File: src/rtl/mul_ctrl_if.sv
// mul_ctrl_if -- bundle of every non-clock/reset signal around the multiply
// controller: EX-stage request, flush, the multiplier handshake and the
// HI/LO and GPR writeback ports.
//   slave  : the controller (mul_ctrl) side
//   master : the pipeline / multiplier side that drives requests and results
interface mul_ctrl_if;
  // requests from EX and results from the multiplier
  logic [1:0]  op_i;
  logic [31:0] reg1_i;
  logic [31:0] reg2_i;
  logic [4:0]  wd_i;
  logic        flush_i;
  logic [63:0] mul_result_i;
  logic        mul_ready_i;
  // controls to the multiplier, pipeline stall and writeback
  logic        signed_mul_o;
  logic [31:0] opdata1_o;
  logic [31:0] opdata2_o;
  logic        start_o;
  logic        annul_o;
  logic        stallreq_o;
  logic        whilo_o;
  logic [31:0] hi_o;
  logic [31:0] lo_o;
  logic        wreg_o;
  logic [4:0]  wd_o;
  logic [31:0] wdata_o;

  modport slave (
    input  op_i, reg1_i, reg2_i, wd_i, flush_i, mul_result_i, mul_ready_i,
    output signed_mul_o, opdata1_o, opdata2_o, start_o, annul_o, stallreq_o,
           whilo_o, hi_o, lo_o, wreg_o, wd_o, wdata_o
  );

  modport master (
    output op_i, reg1_i, reg2_i, wd_i, flush_i, mul_result_i, mul_ready_i,
    input  signed_mul_o, opdata1_o, opdata2_o, start_o, annul_o, stallreq_o,
           whilo_o, hi_o, lo_o, wreg_o, wd_o, wdata_o
  );
endinterface

File: src/rtl/mul_ctrl.sv
// mul_ctrl -- sequences a multi-cycle multiplier for MULT / MULTU / MUL.
// Ports:
//   clk  : clock, all state updates on the rising edge
//   rst  : synchronous active-high reset; also forces every output to 0
//   bus  : mul_ctrl_if.slave (EX request, flush, multiplier handshake,
//          HI/LO and GPR writeback)
//
// state | meaning
// ------+--------------------------------------------------------------
// IDLE  | no operation; a valid op (no flush) starts the multiplier
// WAIT  | multiplier running on latched operands; stall until ready/flush
// DRAIN | flush seen; hold annul for 2 cycles so the multiplier idles
//
// Outputs are decoded from state and live inputs in the same cycle: the
// multiplier must see start and operands in the issue cycle, and writeback
// happens in the very cycle mul_ready_i is seen.
module mul_ctrl (
  input  logic       clk,
  input  logic       rst,
  mul_ctrl_if.slave  bus
);

  localparam logic [1:0] OP_NONE  = 2'b00;
  localparam logic [1:0] OP_MULTU = 2'b10;
  localparam logic [1:0] OP_MUL   = 2'b11;

  typedef enum logic [1:0] {
    S_IDLE  = 2'd0,
    S_WAIT  = 2'd1,
    S_DRAIN = 2'd2
  } state_e;

  state_e      state_q, state_d;
  logic [1:0]  op_q, op_d;
  logic [31:0] a_q, a_d;
  logic [31:0] b_q, b_d;
  logic [4:0]  wd_q, wd_d;
  logic [1:0]  cnt_q, cnt_d;

  logic        signed_mul;
  logic [31:0] opdata1;
  logic [31:0] opdata2;
  logic        start;
  logic        annul;
  logic        stallreq;
  logic        whilo;
  logic [31:0] hi;
  logic [31:0] lo;
  logic        wreg;
  logic [4:0]  wd;
  logic [31:0] wdata;

  always_comb begin
    state_d    = state_q;
    op_d       = op_q;
    a_d        = a_q;
    b_d        = b_q;
    wd_d       = wd_q;
    cnt_d      = cnt_q;
    signed_mul = 1'b0;
    opdata1    = '0;
    opdata2    = '0;
    start      = 1'b0;
    annul      = 1'b0;
    stallreq   = 1'b0;
    whilo      = 1'b0;
    hi         = '0;
    lo         = '0;
    wreg       = 1'b0;
    wd         = '0;
    wdata      = '0;

    if (!rst) begin
      unique case (state_q)
        S_IDLE: begin
          if (bus.op_i != OP_NONE && !bus.flush_i) begin
            start      = 1'b1;
            stallreq   = 1'b1;
            opdata1    = bus.reg1_i;
            opdata2    = bus.reg2_i;
            signed_mul = (bus.op_i != OP_MULTU);
            op_d       = bus.op_i;
            a_d        = bus.reg1_i;
            b_d        = bus.reg2_i;
            wd_d       = bus.wd_i;
            state_d    = S_WAIT;
          end
        end

        S_WAIT: begin
          // latched copies keep the multiplier inputs stable while the
          // pipeline keeps presenting whatever sits in EX
          opdata1    = a_q;
          opdata2    = b_q;
          signed_mul = (op_q != OP_MULTU);
          if (bus.flush_i) begin
            // flush wins over a simultaneous ready: the result is dropped
            annul   = 1'b1;
            cnt_d   = 2'd1;
            state_d = S_DRAIN;
          end else if (bus.mul_ready_i) begin
            state_d = S_IDLE;
            if (op_q == OP_MUL) begin
              wreg  = 1'b1;
              wd    = wd_q;
              wdata = bus.mul_result_i[31:0];
            end else begin
              whilo = 1'b1;
              hi    = bus.mul_result_i[63:32];
              lo    = bus.mul_result_i[31:0];
            end
          end else begin
            start    = 1'b1;
            stallreq = 1'b1;
          end
        end

        S_DRAIN: begin
          annul    = 1'b1;
          stallreq = 1'b1;
          if (cnt_q == 2'd0) begin
            state_d = S_IDLE;
          end else begin
            cnt_d = cnt_q - 2'd1;
          end
        end

        default: begin
          state_d = S_IDLE;
        end
      endcase
    end
  end

  always_ff @(posedge clk) begin
    if (rst) begin
      state_q <= S_IDLE;
      op_q    <= '0;
      a_q     <= '0;
      b_q     <= '0;
      wd_q    <= '0;
      cnt_q   <= '0;
    end else begin
      state_q <= state_d;
      op_q    <= op_d;
      a_q     <= a_d;
      b_q     <= b_d;
      wd_q    <= wd_d;
      cnt_q   <= cnt_d;
    end
  end

  assign bus.signed_mul_o = signed_mul;
  assign bus.opdata1_o    = opdata1;
  assign bus.opdata2_o    = opdata2;
  assign bus.start_o      = start;
  assign bus.annul_o      = annul;
  assign bus.stallreq_o   = stallreq;
  assign bus.whilo_o      = whilo;
  assign bus.hi_o         = hi;
  assign bus.lo_o         = lo;
  assign bus.wreg_o       = wreg;
  assign bus.wd_o         = wd;
  assign bus.wdata_o      = wdata;

endmodule

File: src/flat_wrapper.sv
// flat-port wrapper written by rule: the top's interface ports become plain ports
module mul_ctrl_flat 
  (clk, rst, bus_op_i, bus_reg1_i, bus_reg2_i, bus_wd_i, bus_flush_i, bus_mul_result_i, bus_mul_ready_i, bus_signed_mul_o, bus_opdata1_o, bus_opdata2_o, bus_start_o, bus_annul_o, bus_stallreq_o, bus_whilo_o, bus_hi_o, bus_lo_o, bus_wreg_o, bus_wd_o, bus_wdata_o);
  mul_ctrl_if bus_i ();
  input  logic clk;
  input  logic rst;
  input wire logic [$bits(bus_i.op_i)-1:0] bus_op_i;
  input wire logic [$bits(bus_i.reg1_i)-1:0] bus_reg1_i;
  input wire logic [$bits(bus_i.reg2_i)-1:0] bus_reg2_i;
  input wire logic [$bits(bus_i.wd_i)-1:0] bus_wd_i;
  input wire logic [$bits(bus_i.flush_i)-1:0] bus_flush_i;
  input wire logic [$bits(bus_i.mul_result_i)-1:0] bus_mul_result_i;
  input wire logic [$bits(bus_i.mul_ready_i)-1:0] bus_mul_ready_i;
  output wire logic [$bits(bus_i.signed_mul_o)-1:0] bus_signed_mul_o;
  output wire logic [$bits(bus_i.opdata1_o)-1:0] bus_opdata1_o;
  output wire logic [$bits(bus_i.opdata2_o)-1:0] bus_opdata2_o;
  output wire logic [$bits(bus_i.start_o)-1:0] bus_start_o;
  output wire logic [$bits(bus_i.annul_o)-1:0] bus_annul_o;
  output wire logic [$bits(bus_i.stallreq_o)-1:0] bus_stallreq_o;
  output wire logic [$bits(bus_i.whilo_o)-1:0] bus_whilo_o;
  output wire logic [$bits(bus_i.hi_o)-1:0] bus_hi_o;
  output wire logic [$bits(bus_i.lo_o)-1:0] bus_lo_o;
  output wire logic [$bits(bus_i.wreg_o)-1:0] bus_wreg_o;
  output wire logic [$bits(bus_i.wd_o)-1:0] bus_wd_o;
  output wire logic [$bits(bus_i.wdata_o)-1:0] bus_wdata_o;
  assign bus_i.op_i = bus_op_i;
  assign bus_i.reg1_i = bus_reg1_i;
  assign bus_i.reg2_i = bus_reg2_i;
  assign bus_i.wd_i = bus_wd_i;
  assign bus_i.flush_i = bus_flush_i;
  assign bus_i.mul_result_i = bus_mul_result_i;
  assign bus_i.mul_ready_i = bus_mul_ready_i;
  assign bus_signed_mul_o = bus_i.signed_mul_o;
  assign bus_opdata1_o = bus_i.opdata1_o;
  assign bus_opdata2_o = bus_i.opdata2_o;
  assign bus_start_o = bus_i.start_o;
  assign bus_annul_o = bus_i.annul_o;
  assign bus_stallreq_o = bus_i.stallreq_o;
  assign bus_whilo_o = bus_i.whilo_o;
  assign bus_hi_o = bus_i.hi_o;
  assign bus_lo_o = bus_i.lo_o;
  assign bus_wreg_o = bus_i.wreg_o;
  assign bus_wd_o = bus_i.wd_o;
  assign bus_wdata_o = bus_i.wdata_o;
  mul_ctrl u_core (.clk(clk), .rst(rst), .bus(bus_i));
endmodule
File: config.mk
export PLATFORM = sky130hd
export DESIGN_NAME = mul_ctrl_flat
export DESIGN_NICKNAME = d
export VERILOG_FILES = /design/src/rtl/mul_ctrl_if.sv /design/src/rtl/mul_ctrl.sv /design/src/flat_wrapper.sv
export SDC_FILE = /design/constraint.sdc
export NUM_CORES = 1
export LEC_CHECK = 0
export ABC_AREA = 1
export CORE_AREA = 3 3 121 123
export DETAILED_ROUTE_END_ITERATION = 12
export DIE_AREA = 0 0 124 126
export PLACE_DENSITY_LB_ADDON = 0.2
export SLEW_MARGIN = 20
export SYNTH_ARGS = -nofsm -noshare
export SYNTH_HDL_FRONTEND = slang
export SYNTH_SLANG_ARGS = --single-unit
File: constraint.sdc
create_clock -name clk -period 2.84 [get_ports clk]
set_input_delay 0.71 -clock clk [delete_from_list [all_inputs] [get_ports clk]]
set_output_delay 0.71 -clock clk [all_outputs]
set_load 0.05 [all_outputs]
==> results.yml, run 1 <==
placed_design:
  pre_cts_ws_ps: -169
  hpwl_mm: 13.8
  port_buffers: 309
  gp_congestion: 0.792
detailed_routing:
  dr.pass1.iters: 6
  ant_nets: 0
  viasPerCell: 4.61
  vias: 5661
  drt_iter0_markers: 287
  wire_per_inst_um: 16.1
  routed_wirelength_mm: 19.8
  drc: 0
die:
  die_x_um: 124
  die_h_um: 126
  coreArea_um2: 13800
  ios: 310
  initial_core_util: 0.303
  dieArea_um2: 15600
  fp-row-count: 43
worst_setup_path:
  crit_type: "in2out"
  crit_required_ps: 2130
  crit_fanout: 42
  r2r-start: "u_core.state_q[0]$_SDFFE_PP0P_"
  ff2ff_path_depth: 7
  crit_path_end_kind: "primary output"
  rr_endpoint: "u_core.b_q[4]$_SDFFE_PP0N_"
  ff2ff_setup_slack_ps: 740
  setup.worst_path.start_class: "primary input"
  arrival_ps: 2090
synth:
  synth-seq-area-share: 0.360
  yosysWarnings: 0
  syn_area_per_cell_um2: 6.09
  synth_top_area_frac: 0.360
  synth_top_area_cell: "dfxtp_1"
  synth-seq-cells: 75
  async_flop_share: 0
  synth_area_leaders: "dfxtp_1, nand2_1, a21oi_1, nor2_1, inv_1"
  ys_types: 21
  synthFlopType: "dfxtp_1"
  syn_area_um2: 4170
  synth_nets: 829
  synth-edff-count: 0
  netlist_instances: 685
grt:
  grt-ovfl-total: 0
  grt_pass1_wl_mm: 29.3
  grt_pass1_vias: 5521
  grt_use_total: 0.239
  grt_start_max_net_pins: 131
  antenna_found_initial: 0
pwr:
  ir_worst_vdd_mv: 0.305
  power.density_nw_per_um2: 404
  p_leak_nw: 4.39
layout:
  drive_gt1_frac: 0.388
  fin_util: 0.773
  fill_cells: 945
  syn_to_final_growth_pct: 155
  num_antenna_cells: 0
  nets: 1186
sta:
  worst_pin_slew_ps: 828
  rsz0062_at_grt: "yes"
  setup_viol: 0
  fmax_mhz: 357
  finalHoldViolCount: 0
  fin_crit_ps: 2800
  setup_ws_ps: 38.0
  fin_crit_sh: 0.987
  drv_slew: 0
  relSlewSlack: 0.448
  finalClockSkew_ps: 8.99
clocking:
  clock_path_buffers: 2
  cts_tree: "yes"
  clk-insertion-delay-late_ps: 330
  clock_sinks: 75
  cts_root_buffer: "clkbuf_16"
  path_clk_slew_ps: 50
  cts_max_level: 3
  ctsHoldBuffers: 0
  cts_buffers: 9
hold_path:
  hold_path.class: "reg2reg"
  min_from: "u_core.wd_q[4]$_SDFFE_PP0N_"
  hold_path_end: "u_core.wd_q[4]$_SDFFE_PP0N_"
  holdPathStages: 2
run:
  drv_cap: 0
run_status:
  status: "complete, no violations"
-- layout make-up --
cell class	count	area, um2	share of cell area
Timing Repair Buffer	395	5690	0.535
Sequential cell	75	1500	0.141
Clock buffer	11	253	0.0238
Inverter	84	320	0.0301
Clock inverter	5	60.1	0.00564
Multi-Input combinational cell	477	2590	0.243
Tap cell	180	225	0.0212
-- per-stage QoR --
stage	power (mW)	hold WS (ps)	cells	area (um2)	TNS, ps
2_1_floorplan	2.02	430	685	4170	0
3_3_place_gp	2.86	441	1197	9580	-5020
3_5_place_dp	2.88	449	1197	9580	-6810
4_1_cts	4.26	457	1225	10400	0
5_1_grt	4.51	471	1227	10600	-129
6_report	4.30	451	1227	10600	0
-- layer usage --
metal,part of all wire,global-route usage
met1,0.37,0.266
met2,0.52,0.423
met3,0.092,0.0768
met4,0.025,0.0818
met5,0,0
-- how the worst max path moves through the flow --
stage	from	to	depth (start not counted)
3_3_place_gp	bus_flush_i	bus_signed_mul_o	10
5_1_grt	bus_mul_ready_i	bus_hi_o[14]	7
3_5_place_dp	bus_flush_i	bus_signed_mul_o	10
6_report	bus_mul_ready_i	bus_lo_o[29]	7
4_1_cts	bus_flush_i	bus_opdata2_o[11]	12
2_1_floorplan	bus_flush_i	bus_opdata2_o[10]	9
-- report_power, final --
part           switching (mW)  total (mW)  leakage (nW)  internal (mW)
combinational            1.01        1.92          3.62          0.917
clock                   0.443        1.17         0.152          0.731
sequential             0.0506        1.21         0.615           1.15
-- synth_stat cells, types with 2 or more instances --
cell type	number
a21oi_2	10
nor2_1	106
inv_1	82
inv_2	2
buf_1	3
nand2_1	198
nand2_2	10
a21oi_1	130
buf_4	4
buf_2	19
ha_1	5
dfxtp_1	75
clkbuf_1	18
nand3_1	6
buf_6	3
o21ai_0	9
-- worst max-delay path: stages --
cell and delay [ps]:
clkdlybuf4s50_1 460, inv_1 70, nor2_4 110, nand3_2 140
buf_12 210, nor2_1 200, buf_12 170
-- sequential cells by signal, indices dropped and copies added (netlist names) --
signal and cells:
u_core.a_q 32, u_core.b_q 32, u_core.wd_q 5, u_core.cnt_q 2, u_core.op_q 2, u_core.state_q 2
-- layout by cell type (no fill, tap or decap), types with 2 or more instances in the layout --
cell	count
nand3_1	4
inv_1	82
nor2_1	96
nand3_2	2
dfxtp_1	75
nand2_1	160
nor2_2	9
ha_1	4
clkinv_4	2
a21oi_1	75
a21oi_4	13
a21oi_2	52
clkdlybuf4s50_1	134
buf_4	69
buf_16	5
o21ai_0	8
clkbuf_16	11
clkbuf_2	2
nand2_2	41
clkbuf_8	2
nand2_4	6
buf_6	2
buf_12	180
-- cell families (layout without fill, tap and decap cells) --
logic type,Yosys count,after routing,share of synthesized area
buf+inv,133,495,0.137
fa+ha+maj,5,5,0.0150
compound gates,150,150,0.189
simple gates,322,322,0.299
flops,75,75,0.360
-- repair_timing --
item                       CTS  global route
gates cloned                 5             2
setup endpoints to repair   74           156
pin swaps                   20            27
setup buffers                8             0
resized for setup           87            58
Power figures use the tool's default switching activity.
==> run 2, diff against run 1 <==
Settings changed: SKIP_CTS_REPAIR_TIMING from default to 1.
==> run 2 against run 1 <==
Sequential cell count is the same. Die area did not move. Worst setup slack got worse by 12 ps. Critical path depth unchanged. Clock power about the same. First-iteration DRC count up 12%. Via count is 0.94% lower. Largest power group unchanged.
==> results.yml, run 2 (synthesis gave the netlist of run 1 again) <==
run_status:
  status: "complete, no violations"
layout:
  top_regs: "u_core.a_q (32), u_core.b_q (32), u_core.wd_q (5)"
  syn_to_final_growth_pct: 148
  num_antenna_cells: 0
  final_common_cell: "nand2_1"
  regArea_um2: 1500
  fin_util: 0.751
  fill_cells: 1005
  drive_gt1_frac: 0.352
  multi_input_area_um2: 2370
  final_cells: 1221
  final_cell_mix: "nand2_1, buf_12, clkdlybuf4s50_1"
  nets: 1180
worst_setup_path:
  critical_path.top_delay_family: "buffers and inverters"
  cp_num_buf_inv: 4
  crit_required_ps: 2130
  r2r-start: "u_core.state_q[0]$_SDFFE_PP0P_"
  cpMostUsedCell: "buf_12"
  cp_cell_sequence: "clkdlybuf4s50_1 > inv_1 > nor2_4 > nand3_2 > buf_12 > nor2_1 > buf_12"
  crit_fanout: 42
  startpoint: "bus_mul_ready_i"
  cpPeakStageDelay_ps: 460
  setup.worst_path.start_class: "primary input"
  crit_path_end_kind: "primary output"
  crit_type: "in2out"
  arrival_ps: 2100
  crit_slowest_cell: "clkdlybuf4s50_1"
grt:
  grt_use_total: 0.218
  grt_start_max_net_pins: 131
  grt-ovfl-total: 0
  grt_pass1_vias: 5194
  antenna_found_initial: 0
  grt_pass1_wl_mm: 26.9
placed_design:
  port_buffers: 309
  dp_cells: 1197
  hpwl_mm: 13.8
  gp_congestion: 0.792
clocking:
  clock_path_buffers: 2
  clk-insertion-delay-late_ps: 330
  clock_sinks: 75
  path_clk_slew_ps: 50
  cts_root_buffer: "clkbuf_16"
  cts_max_level: 3
  cts_tree: "yes"
  cts_buffers: 9
die:
  fp-row-count: 43
  initial_core_util: 0.303
  coreArea_um2: 13800
  die_x_um: 124
  dieArea_um2: 15600
  die_h_um: 126
  ios: 310
sta:
  whs_ps: 452
  relSlewSlack: 0.466
  finalClockSkew_ps: 9.33
  fin_tns_setup_ps: 0
  drv_slew: 0
  finalHoldViolCount: 0
  worst_pin_slew_ps: 801
  fin_crit_sh: 0.991
  fmax_mhz: 355
  fin_crit_ps: 2810
  setup_viol: 0
detailed_routing:
  drt_iter0_markers: 322
  routed_wirelength_mm: 19.3
  viasPerCell: 4.59
  drc: 0
  wire_per_inst_um: 15.8
  ant_nets: 0
  vias: 5608
  dr.pass1.iters: 5
hold_path:
  min_from: "u_core.wd_q[4]$_SDFFE_PP0N_"
  hold_path.class: "reg2reg"
pwr:
  ir_worst_vdd_mv: 0.306
  p_leak_nw: 4.31
  power.density_nw_per_um2: 405
run:
  drv_cap: 0
-- run 2: tightest hold or removal path, cell delays in order, from the launching register on --
cell and delay [ps]:
dfxtp_1 290, inv_1 60, a21oi_1 60
-- run 2: per-stage QoR --
stage / power (mW) / setup WS, ps / cell area [um2]
floorplan: 2.02 / 1.52 / 4170
global placement: 2.86 / -137 / 9580
detailed placement: 2.88 / -169 / 9580
CTS: 4.07 / -195 / 9890
global route: 4.39 / -17.6 / 10300
finish: 4.18 / 26.4 / 10300
-- run 2: final cells by class --
type,instances,area share
tap,180,0.0218
timing repair inverter,1,0.00109
timing repair buffer,388,0.541
sequential,75,0.145
inverter,84,0.0317
clock buffer,11,0.0244
clock inverter,5,0.00581
multi-input combinational,477,0.229
-- run 2: report_power, final --
group	total, mW	internal [mW]	switching [mW]
logic	1.80	0.846	0.958
registers	1.20	1.15	0.0496
clock network	1.18	0.731	0.445
total	4.18	2.73	1.45
-- run 2: routing by layer --
layer	track usage	wire length [um]
met3	0.0727	1850
met5	0	0
met1	0.241	7260
met4	0.0606	289
met2	0.395	9930
-- run 2: path summary, 6_finish.rpt --
check / slack [ps] / endpoint / cells past startpoint
max: 30 / bus_lo_o[23] / 7
min: 450 / u_core.wd_q[4]$_SDFFE_PP0N_ / 2
max reg2reg: 760 / u_core.b_q[4]$_SDFFE_PP0N_ / 7
min reg2reg: 450 / u_core.wd_q[4]$_SDFFE_PP0N_ / 2
